File: config.mk
export PLATFORM = sky130hd
export DESIGN_NAME = join_merge_flat
export DESIGN_NICKNAME = d
export VERILOG_FILES = /design/src/rtl/join_pkg.sv /design/src/rtl/join_merge_if.sv /design/src/rtl/join_fifo.sv /design/src/rtl/join_merge.sv /design/src/flat_wrapper.sv
export SDC_FILE = /design/constraint.sdc
export NUM_CORES = 1
export LEC_CHECK = 0
export ABC_AREA = 1
export BUFFER_PORTS_ARGS = -buffer_cell sky130_fd_sc_hd__buf_2
export CAP_MARGIN = 20
export CORE_UTILIZATION = 45
export CTS_BUF_LIST = sky130_fd_sc_hd__clkbuf_2
export DETAILED_ROUTE_END_ITERATION = 10
export GPL_TIMING_DRIVEN = 0
export HOLD_SLACK_MARGIN = 0.15
export PLACE_DENSITY = 0.73
export SETUP_SLACK_MARGIN = 0.4
export SYNTH_ARGS = -nofsm -noshare
export SYNTH_HDL_FRONTEND = slang
export SYNTH_SLANG_ARGS = --single-unit
File: constraint.sdc
create_clock -name CLK -period 3 [get_ports CLK]
set_clock_uncertainty 0.1 [all_clocks]
set_input_delay 0.45 -clock CLK [delete_from_list [all_inputs] [get_ports CLK]]
set_output_delay 0.45 -clock CLK [all_outputs]
set_load 0.01 [all_outputs]
File: src/rtl/join_pkg.sv
// Shared types for the join merge stage: FSM state enums and the default packet width.
// Latency: n/a (types only).
// Backpressure: n/a (types only).
package join_pkg;

    localparam int JOIN_DW = 32;

    // Input side: idle, or holding ack high toward the producer just captured.
    typedef enum logic [1:0] {
        IDLE  = 2'd0,
        ACK_A = 2'd1,
        ACK_B = 2'd2
    } in_state_t;

    // Output side: offering the head, or waiting for the consumer to drop ack.
    typedef enum logic {
        O_REQ = 1'b0,
        O_RTZ = 1'b1
    } out_state_t;

endpackage

File: src/rtl/join_merge_if.sv
// Handshake bundle between two producers, the arbiter grants and one consumer.
// Latency: n/a (wiring only).
// Backpressure: four-phase send/ack on each side; slave = merge stage, master = its environment.
interface join_merge_if #(parameter int DW = join_pkg::JOIN_DW);

    logic          in_a_send;
    logic [DW-1:0] in_a_data;
    logic          in_a_ack;
    logic          in_b_send;
    logic [DW-1:0] in_b_data;
    logic          in_b_ack;
    logic          grant_a;
    logic          grant_b;
    logic          out_send;
    logic [DW-1:0] out_data;
    logic          out_ack;
    logic          grant_err;

    modport slave (
        input  in_a_send, in_a_data, in_b_send, in_b_data,
        input  grant_a, grant_b, out_ack,
        output in_a_ack, in_b_ack, out_send, out_data, grant_err
    );

    modport master (
        output in_a_send, in_a_data, in_b_send, in_b_data,
        output grant_a, grant_b, out_ack,
        input  in_a_ack, in_b_ack, out_send, out_data, grant_err
    );

endinterface

File: src/rtl/join_fifo.sv
// Small circular-buffer FIFO holding captured packets; rdata reads as zero when empty.
// Latency: a push is visible at rdata the cycle after the write edge.
// Backpressure: full/empty reported to the caller; push while full or pop while empty is ignored.
// Ports: CLK, MR_n (async active-low), push/wdata (write), pop (advance head), rdata/full/empty.
module join_fifo #(
    parameter int DW    = join_pkg::JOIN_DW,
    parameter int DEPTH = 2
) (
    input  logic          CLK,
    input  logic          MR_n,
    input  logic          push,
    input  logic          pop,
    input  logic [DW-1:0] wdata,
    output logic [DW-1:0] rdata,
    output logic          full,
    output logic          empty
);

    localparam int AW = $clog2(DEPTH);
    localparam int CW = AW + 1;

    logic [DW-1:0] mem [DEPTH];
    logic [AW-1:0] wr_ptr;
    logic [AW-1:0] rd_ptr;
    logic [CW-1:0] count;
    logic          do_push;
    logic          do_pop;

    assign full    = (count == CW'(DEPTH));
    assign empty   = (count == '0);
    assign do_push = push & ~full;
    assign do_pop  = pop & ~empty;

    // Storage carries no reset; stale entries are masked by the empty check below.
    always_ff @(posedge CLK) begin
        if (do_push) begin
            mem[wr_ptr] <= wdata;
        end
    end

    // DEPTH is a power of two, so the pointers wrap by plain overflow.
    always_ff @(posedge CLK or negedge MR_n) begin
        if (!MR_n) begin
            wr_ptr <= '0;
            rd_ptr <= '0;
            count  <= '0;
        end else begin
            if (do_push) begin
                wr_ptr <= wr_ptr + AW'(1);
            end
            if (do_pop) begin
                rd_ptr <= rd_ptr + AW'(1);
            end
            case ({do_push, do_pop})
                2'b10:   count <= count + CW'(1);
                2'b01:   count <= count - CW'(1);
                default: count <= count;
            endcase
        end
    end

    assign rdata = empty ? '0 : mem[rd_ptr];

endmodule

File: src/rtl/join_merge.sv
// Merges two granted four-phase producers into one four-phase consumer through a small FIFO.
// Latency: capture at end of cycle N, in_x_ack and out_send (if FIFO was empty) both high in N+1.
// Backpressure: a full FIFO withholds capture; the consumer's ack paces pops, one per handshake.
// Ports: CLK, MR_n (async active-low), bus (join_merge_if.slave: in_a/in_b send/data/ack,
//        grant_a/grant_b, out_send/out_data/out_ack, sticky grant_err).
module join_merge
    import join_pkg::*;
#(
    parameter int DW    = JOIN_DW,
    parameter int DEPTH = 2
) (
    input  logic         CLK,
    input  logic         MR_n,
    join_merge_if.slave  bus
);

    in_state_t     in_state;
    out_state_t    out_state;
    logic          a_ack_q;
    logic          b_ack_q;
    logic          grant_err_q;

    logic          take_a;
    logic          take_b;
    logic          push;
    logic          pop;
    logic [DW-1:0] wdata;
    logic [DW-1:0] rdata;
    logic          full;
    logic          empty;
    logic          out_send_c;

    // A wins whenever both producers are eligible in the same cycle.
    assign take_a = (in_state == IDLE) & bus.in_a_send & bus.grant_a & ~full;
    assign take_b = (in_state == IDLE) & bus.in_b_send & bus.grant_b & ~full & ~take_a;
    assign push   = take_a | take_b;
    assign wdata  = take_a ? bus.in_a_data : bus.in_b_data;

    // Ack flops are set/cleared alongside the state so the ack pins come straight from flops.
    always_ff @(posedge CLK or negedge MR_n) begin
        if (!MR_n) begin
            in_state    <= IDLE;
            a_ack_q     <= 1'b0;
            b_ack_q     <= 1'b0;
            grant_err_q <= 1'b0;
        end else begin
            if (bus.grant_a & bus.grant_b) begin
                grant_err_q <= 1'b1;
            end
            case (in_state)
                IDLE: begin
                    if (take_a) begin
                        in_state <= ACK_A;
                        a_ack_q  <= 1'b1;
                    end else if (take_b) begin
                        in_state <= ACK_B;
                        b_ack_q  <= 1'b1;
                    end
                end
                ACK_A: begin
                    if (!bus.in_a_send) begin
                        in_state <= IDLE;
                        a_ack_q  <= 1'b0;
                    end
                end
                ACK_B: begin
                    if (!bus.in_b_send) begin
                        in_state <= IDLE;
                        b_ack_q  <= 1'b0;
                    end
                end
                default: begin
                    in_state <= IDLE;
                    a_ack_q  <= 1'b0;
                    b_ack_q  <= 1'b0;
                end
            endcase
        end
    end

    // out_send is a gate of two flop-based terms, so reset clears it without a clock edge.
    assign out_send_c = ~empty & (out_state == O_REQ);
    assign pop        = out_send_c & bus.out_ack;

    always_ff @(posedge CLK or negedge MR_n) begin
        if (!MR_n) begin
            out_state <= O_REQ;
        end else begin
            case (out_state)
                O_REQ: begin
                    if (pop) begin
                        out_state <= O_RTZ;
                    end
                end
                O_RTZ: begin
                    if (!bus.out_ack) begin
                        out_state <= O_REQ;
                    end
                end
                default: out_state <= O_REQ;
            endcase
        end
    end

    join_fifo #(
        .DW    (DW),
        .DEPTH (DEPTH)
    ) u_fifo (
        .CLK   (CLK),
        .MR_n  (MR_n),
        .push  (push),
        .pop   (pop),
        .wdata (wdata),
        .rdata (rdata),
        .full  (full),
        .empty (empty)
    );

    assign bus.in_a_ack  = a_ack_q;
    assign bus.in_b_ack  = b_ack_q;
    assign bus.out_send  = out_send_c;
    assign bus.out_data  = rdata;
    assign bus.grant_err = grant_err_q;

endmodule
File: src/flat_wrapper.sv
// flat-port wrapper written by rule: the top's interface ports become plain ports
module join_merge_flat import join_pkg::*;
#(
    parameter int DW    = JOIN_DW,
    parameter int DEPTH = 2
)
  (CLK, MR_n, bus_in_a_send, bus_in_a_data, bus_in_b_send, bus_in_b_data, bus_grant_a, bus_grant_b, bus_out_ack, bus_in_a_ack, bus_in_b_ack, bus_out_send, bus_out_data, bus_grant_err);
  join_merge_if #(.DW(DW)) bus_i ();
  input  logic CLK;
  input  logic MR_n;
  input wire logic [$bits(bus_i.in_a_send)-1:0] bus_in_a_send;
  input wire logic [$bits(bus_i.in_a_data)-1:0] bus_in_a_data;
  input wire logic [$bits(bus_i.in_b_send)-1:0] bus_in_b_send;
  input wire logic [$bits(bus_i.in_b_data)-1:0] bus_in_b_data;
  input wire logic [$bits(bus_i.grant_a)-1:0] bus_grant_a;
  input wire logic [$bits(bus_i.grant_b)-1:0] bus_grant_b;
  input wire logic [$bits(bus_i.out_ack)-1:0] bus_out_ack;
  output wire logic [$bits(bus_i.in_a_ack)-1:0] bus_in_a_ack;
  output wire logic [$bits(bus_i.in_b_ack)-1:0] bus_in_b_ack;
  output wire logic [$bits(bus_i.out_send)-1:0] bus_out_send;
  output wire logic [$bits(bus_i.out_data)-1:0] bus_out_data;
  output wire logic [$bits(bus_i.grant_err)-1:0] bus_grant_err;
  assign bus_i.in_a_send = bus_in_a_send;
  assign bus_i.in_a_data = bus_in_a_data;
  assign bus_i.in_b_send = bus_in_b_send;
  assign bus_i.in_b_data = bus_in_b_data;
  assign bus_i.grant_a = bus_grant_a;
  assign bus_i.grant_b = bus_grant_b;
  assign bus_i.out_ack = bus_out_ack;
  assign bus_in_a_ack = bus_i.in_a_ack;
  assign bus_in_b_ack = bus_i.in_b_ack;
  assign bus_out_send = bus_i.out_send;
  assign bus_out_data = bus_i.out_data;
  assign bus_grant_err = bus_i.grant_err;
  join_merge #(.DW(DW), .DEPTH(DEPTH)) u_core (.CLK(CLK), .MR_n(MR_n), .bus(bus_i));
endmodule
Yosys cells after proc, flatten, opt, wreduce, memory -nomap -nowiden
Memory sizes are Yosys's and may differ from the RTL's.
Cells that the tools add are included.
{"block": "word_totals", "ff_bits": 10, "ramBits": 64, "inputBits": 71, "word_cells": 69, "mem_count": 1}
{"block": "classes", "addsub": 4, "eq_ne": 11, "mux": 20, "bitwise_logic": 19, "n_reduce_logical": 6}
{"memory": "u_core.u_fifo.mem", "words": 2, "width": 32, "read_ports": 1, "rd_ports_with_merged_regs": 0, "wr": 1, "line": "join_fifo.sv:22", "rtl": "logic [DW-1:0] mem [DEPTH];"}
{"operator": "2-to-1 mux 32 bit", "count": 2}
{"operator": "bitwise AND 1 bit", "count": 12}
{"operator": "2-to-1 mux 1 bit", "count": 9}
{"operator": "2-to-1 mux 2 bit", "count": 4}
{"operator": "equality test 2 bit (second input constant)", "count": 3}
{"operator": "inequality test 2 bit (second input constant)", "count": 3}
{"operator": "inverter 1 bit", "count": 6}
{"operator": "one-hot mux 1 bit (3 select lines)", "count": 2}
{"operator": "one-hot mux 2 bit (3 select lines)", "count": 1}
{"operator": "AND reduction 3 bit", "count": 2}
{"operator": "equality test 2 x 1 -> 1 bit (second input constant)", "count": 2}
{"operator": "logical NOT 2 bit", "count": 2}
{"operator": "inequality test 2 x 1 -> 1 bit (second input constant)", "count": 2}
{"operator": "one-hot mux 2 bit (2 select lines)", "count": 1}
{"operator": "AND reduction 4 bit", "count": 1}
{"operator": "inequality test 3 x 1 -> 1 bit (second input constant)", "count": 1}
{"operator": "adder 1 bit (second input constant)", "count": 2}
{"operator": "adder 2 x 1 -> 2 bit (second input constant)", "count": 1}
{"operator": "one-hot mux 1 bit (2 select lines)", "count": 1}
{"operator": "nonzero test 2 bit", "count": 1}
{"operator": "subtractor 2 x 1 -> 2 bit (second input constant)", "count": 1}
{"operator": "OR 1 bit", "count": 1}

Longest topological paths before layout
{"block": "depth", "word_depth": 10, "ltp_mapped": 8, "depth_no_buf": 8}

Cells and area by module
From an unflattened synthesis, not the netlist that was laid out.
{"block": "unflattened", "cells_unflattened": 342, "area_unflattened_um2": 3493.4}
{"module": "join_fifo", "instances": 1, "cells_each": 202, "area_per_inst_um2": 2616.3, "seq_area_each_um2": 2021.9}
{"module": "join_merge", "instances": 1, "cells_each": 140, "area_per_inst_um2": 877.1, "seq_area_each_um2": 150.1}

Worst setup path before layout
OpenSTA, ideal clock, no wires.
{"block": "synth_timing", "kind": "in2reg", "start": "input bus_in_a_send", "end": "memory u_core.u_fifo.mem[1][0] (netlist bit), enable pin", "setup_ns": 0.421, "t_arrival_ns": 2.121, "required_time_ns": 2.479, "setup_slack_ns": 0.358, "cell_stages": 4, "cell_sequence": "nand2_1 > inv_1 > o21ai_0 > nor2_1"}
{"block": "synth_via", "elab_chain_cells": 9}
{"element": "start, declared", "line": "flat_wrapper.sv:11", "rtl": "input wire logic [$bits(bus_i.in_a_send)-1:0] bus_in_a_send;"}
{"element": "bitwise AND 1 bit * (3 in a row)", "line": "join_merge.sv:34", "rtl": "assign take_a = (in_state == IDLE) & bus.in_a_send & bus.grant_a & ~full;"}
{"element": "inverter 1 bit", "line": "join_merge.sv:35", "rtl": "assign take_b = (in_state == IDLE) & bus.in_b_send & bus.grant_b & ~full & ~take_a;"}
{"element": "bitwise AND 1 bit", "line": "join_merge.sv:35"}
{"element": "OR 1 bit *", "line": "join_merge.sv:36", "rtl": "assign push = take_a | take_b;"}
{"element": "bitwise AND 1 bit *", "line": "join_fifo.sv:31", "rtl": "assign do_push = push & ~full;"}
{"element": "2-to-1 mux 1 bit *", "line": "join_fifo.sv:36", "rtl": "if (do_push) begin"}
{"element": "2-to-1 mux 1 bit (implied by the code) *", "line": "join_fifo.sv:37", "rtl": "mem[wr_ptr] <= wdata;"}
{"element": "end, declared", "line": "join_fifo.sv:22"}
Every way passes the cells marked *; elsewhere a longest branch is shown, timed or not.

Final worst setup path
{"block": "layout_timing", "start": "register u_core.u_fifo.count[0]", "end": "output bus_out_data[12]"}
{"block": "layout_via", "elab_chain_cells": 2}
{"element": "start, declared", "line": "join_fifo.sv:25", "rtl": "logic [CW-1:0] count;"}
{"element": "start signal, assigned", "line": "join_fifo.sv:55", "rtl": "2'b10: count <= count + CW'(1);"}
{"element": "start signal, assigned", "line": "join_fifo.sv:56", "rtl": "2'b01: count <= count - CW'(1);"}
{"element": "start signal, assigned", "line": "join_fifo.sv:57", "rtl": "default: count <= count;"}
{"element": "logical NOT 2 bit", "line": "join_fifo.sv:30", "rtl": "assign empty = (count == '0);"}
{"element": "2-to-1 mux 32 bit", "line": "join_fifo.sv:62", "rtl": "assign rdata = empty ? '0 : mem[rd_ptr];"}
{"element": "end, declared", "line": "flat_wrapper.sv:21", "rtl": "output wire logic [$bits(bus_i.out_data)-1:0] bus_out_data;"}
Every way passes these cells.

==> flow_summary_export.csv <==
group,metric,value,unit
status,outcome,"finished clean",
worst_hold_path,min_to,"u_core.u_fifo.mem[1][31]",
clock_tree,cts_setup_buffers,0,
synth,syn_avg_cell_area,9.84,um^2
worst_setup_path,critical_path_arrival,1.91,ns
synth,ys_seq_area_share,66.5,%
timing,worst_pin_slew,0.971,ns
clock_tree,tritoncts,"built",
power_and_ir_drop,swShare,36.5,%
clock_tree,htree_levels,3,
power_and_ir_drop,seqPwrFrac,37.6,%
clock_tree,root_buffer,"clkbuf_2",
clock_tree,clock_latency,0.49,ns
worst_setup_path,r2r_end,"u_core.u_fifo.mem[0][10]",
power_and_ir_drop,leakage,2.23,nW
place,hpwl,5250,um
synth,yosysUniqueCellTypes,20,
routing,num_vias,2965,
timing,fin_crit,2.46,ns
synth,synth_top_area_cell,"edfxtp_1",
timing,hold_violations,0,
synth,synth-seq-cells,74,
routing,drt_iter0_drc,164,
clock_tree,clkSinkCount,74,
floorplan,core_area,6910,um^2
worst_hold_path,hold_depth,3,
routing,highest_layer,"met4",
synth,yosys.area.top_type_share,58.8,%
global_route,antenna_found_initial,0,
synth,synth_fp_nets,404,
power_and_ir_drop,power,0.00403,W
global_route,groute.usage.overall,24.0,%
cells_and_area,drive_gt1_share,27.0,%
routing,wire_per_inst,13.9,um
timing,setup-violations-final,0,
power_and_ir_drop,internal-power,0.00256,W
place,dpl_cell_area,3950,um^2
routing,drt_wl_total,8620,um
timing,fin_crit_sh,82.1,%
routing,first_pass_iters,4,
global_route,grt_pass1_wl,13300,um
synth,synthFlopType,"edfxtp_1",
floorplan,fp.dieH,87.2,um
floorplan,start_util,47.3,%
synth,synth_area_leaders,"edfxtp_1, nand2_1, dfrtp_1",
power_and_ir_drop,ir_drop,430,uV
place,place.gp.congestion,0.794,
global_route,grt.overflow.total,0,
synth,synth_edf_count,64,
timing,slew_headroom,35.1,%
clock_tree,cts_buffer_depth,2,
routing,met3_length,467,um
power_and_ir_drop,switchingPower,0.00147,W
floorplan,num_io_pins,107,
worst_setup_path,critPathSlowestCell,"dfrtp_1",
clock_tree,cts_buffers,9,
timing,drv_slew,0,
place,port_buffers,106,
cells_and_area,antennaDiodeCount,0,
worst_setup_path,worst_setup_path_end_kind,"output pin",
cells_and_area,syn2layout_area_growth,47.5,%
timing,tns,0,ns
worst_setup_path,slowest_delay,0.49,ns
cells_and_area,fin_cells,619,
synth,syn_area,3270,um^2
worst_setup_path,crit_chain,"nor2_1 -> clkbuf_2 -> a21oi_1 -> buf_2",
worst_setup_path,r2r_cells,6,
timing,max_freq,406,MHz
worst_setup_path,r2r-start,"u_core.in_state[1]",
job,maxCapViolCount,0,
cells_and_area,fin_area,4820,um^2
power_and_ir_drop,power_density,837,nW/um^2
routing,viasPerCell,4.79,
worst_hold_path,hp-start,"bus_in_b_data[31]",
routing,final_antenna_net_count,0,
global_route,grt_max_degree,33,
routing,routed-wl-met2,4460,um
synth,yosysWarnings,0,
synth,synthCells,332,
routing,drc,0,
worst_setup_path,worstPathRequired,2.45,ns
power_and_ir_drop,comb_power_share,43.0,%
worst_setup_path,setup.worst_path.start_class,"flip-flop",
worst_setup_path,crit_type,"reg -> out",
clock_tree,clk_pin_slew_worst_paths,0.19,ns
floorplan,rows,30,
global_route,grt_pass1_vias,2972,
synth,synth_most_common_cell,"nand2_1",
synth,yosys-top-cells-count,"nand2_1, edfxtp_1, a21oi_1",
routing,met1Wirelength,3410,um
floorplan,die_x,87.2,um
place,dp_cells,535,
floorplan,die_area,7610,um^2
cells_and_area,n_fill_cell,552,
worst_setup_path,cp_max_fo,10,
worst_setup_path,reg2reg_slack,0.83,ns
cells_and_area,nets,590,
worst_hold_path,hp-class,"in -> reg",
timing,rsz0062_at_grt,"true",
synth,async_reset_ff_share,13.5,%
power_and_ir_drop,clkPwrFrac,19.4,%
==> per-stage QoR <==
| stage | util, % | hold slack (ns) | setup slack [ns] |
|---|---|---|---|
| 2_1_floorplan | - | 0.0544 | 0.871 |
| 3_3_place_gp | 56.8 | 0.222 | 0.270 |
| 3_5_place_dp | 57.2 | 0.226 | 0.725 |
| 4_1_cts | 69.7 | 0.151 | 0.409 |
| 5_1_grt | 69.8 | 0.161 | 0.392 |
| 6_report | 69.8 | 0.165 | 0.537 |
==> sequential cells by signal (all words and copies together), names as in the netlist <==
| name | flops |
|---|---|
| u_core.bus.in_b_ack | 1 |
| u_core.u_fifo.rd_ptr | 1 |
| u_core.u_fifo.count | 2 |
| u_core.u_fifo.mem | 64 |
| u_core.bus.grant_err | 1 |
| u_core.in_state | 2 |
| u_core.bus.in_a_ack | 1 |
| u_core.out_state | 1 |
| u_core.u_fifo.wr_ptr | 1 |
==> kinds of logic after synthesis <==
logic type,count (synthesis),synth area share [%]
buffers and inverters,29,4.25
adder cells (fa/ha/maj),1,0.383
flip-flops,74,66.5
AO/OA/AOI/OAI,39,6.05
AND/OR/NAND/NOR,186,22.1
XOR/XNOR,3,0.804
==> cell usage in the layout, fill, tap and decap left out, types with 2 or more instances in the layout <==
cell,n
nand2_1,174
bufinv_16,4
o21ai_0,2
edfxtp_1,64
xor2_1,2
buf_2,112
dlygate4sd3_1,68
clkinv_1,2
nand3_1,3
nor2_1,5
dfrtp_1,10
buf_6,3
clkbuf_2,15
inv_1,10
a21oi_1,36
inv_2,2
==> worst max-delay path, delay by kind of cell, from the launching register on <==
family,cells,cell delay [ns]
AND/OR/NAND/NOR,1,0.35
buffers and inverters,2,0.48
AO/OA/AOI/OAI,1,0.10
flip-flops,1,0.49
==> routing by layer <==
layer,vias up,track usage [%]
li1,1466,-
met5,-,0
met2,115,41.4
met3,26,4.27
met4,0,15.6
met1,1358,27.5
==> worst max path at each step <==
stage,from,end
after floorplan,bus_in_a_send,u_core.u_fifo.mem[1][0]
after global placement,bus_in_a_send,u_core.u_fifo.mem[1][4]
after detailed placement,bus_in_a_send,u_core.u_fifo.mem[1][4]
after CTS,u_core.u_fifo.count[0],bus_out_data[19]
after global routing,u_core.u_fifo.rd_ptr,bus_out_data[20]
final,u_core.u_fifo.count[0],bus_out_data[12]
==> power groups by stage <==
stage | Sequential, W | Combinational, W | Clock [W]
floorplan | 0.00153 | 0.000951 | 0
finish | 0.00152 | 0.00174 | 0.000782
detailed placement | 0.00154 | 0.00158 | 0
CTS | 0.00152 | 0.00173 | 0.000794
global route | 0.00154 | 0.00192 | 0.000831
global placement | 0.00154 | 0.00151 | 0
==> final cells by class <==
class / count / area, um^2 / share of cell area, %
plain buffers: 16 / 96.3 / 2.00
clock buffers: 10 / 50.0 / 1.04
clock inverters: 6 / 129 / 2.67
inverters: 13 / 48.8 / 1.01
multi-input cells: 229 / 965 / 20.0
flip-flops and latches: 74 / 2170 / 45.1
well taps: 96 / 120 / 2.49
repair buffers: 175 / 1240 / 25.7
==> repair_timing <==
action,CTS,global route
resized for setup,1,9
cloned,0,0
endpoints found under the setup margin,1,20
hold buffers,68,0
endpoints found under the hold margin,75,0
Note: power is estimated with default switching activity, not from simulation.
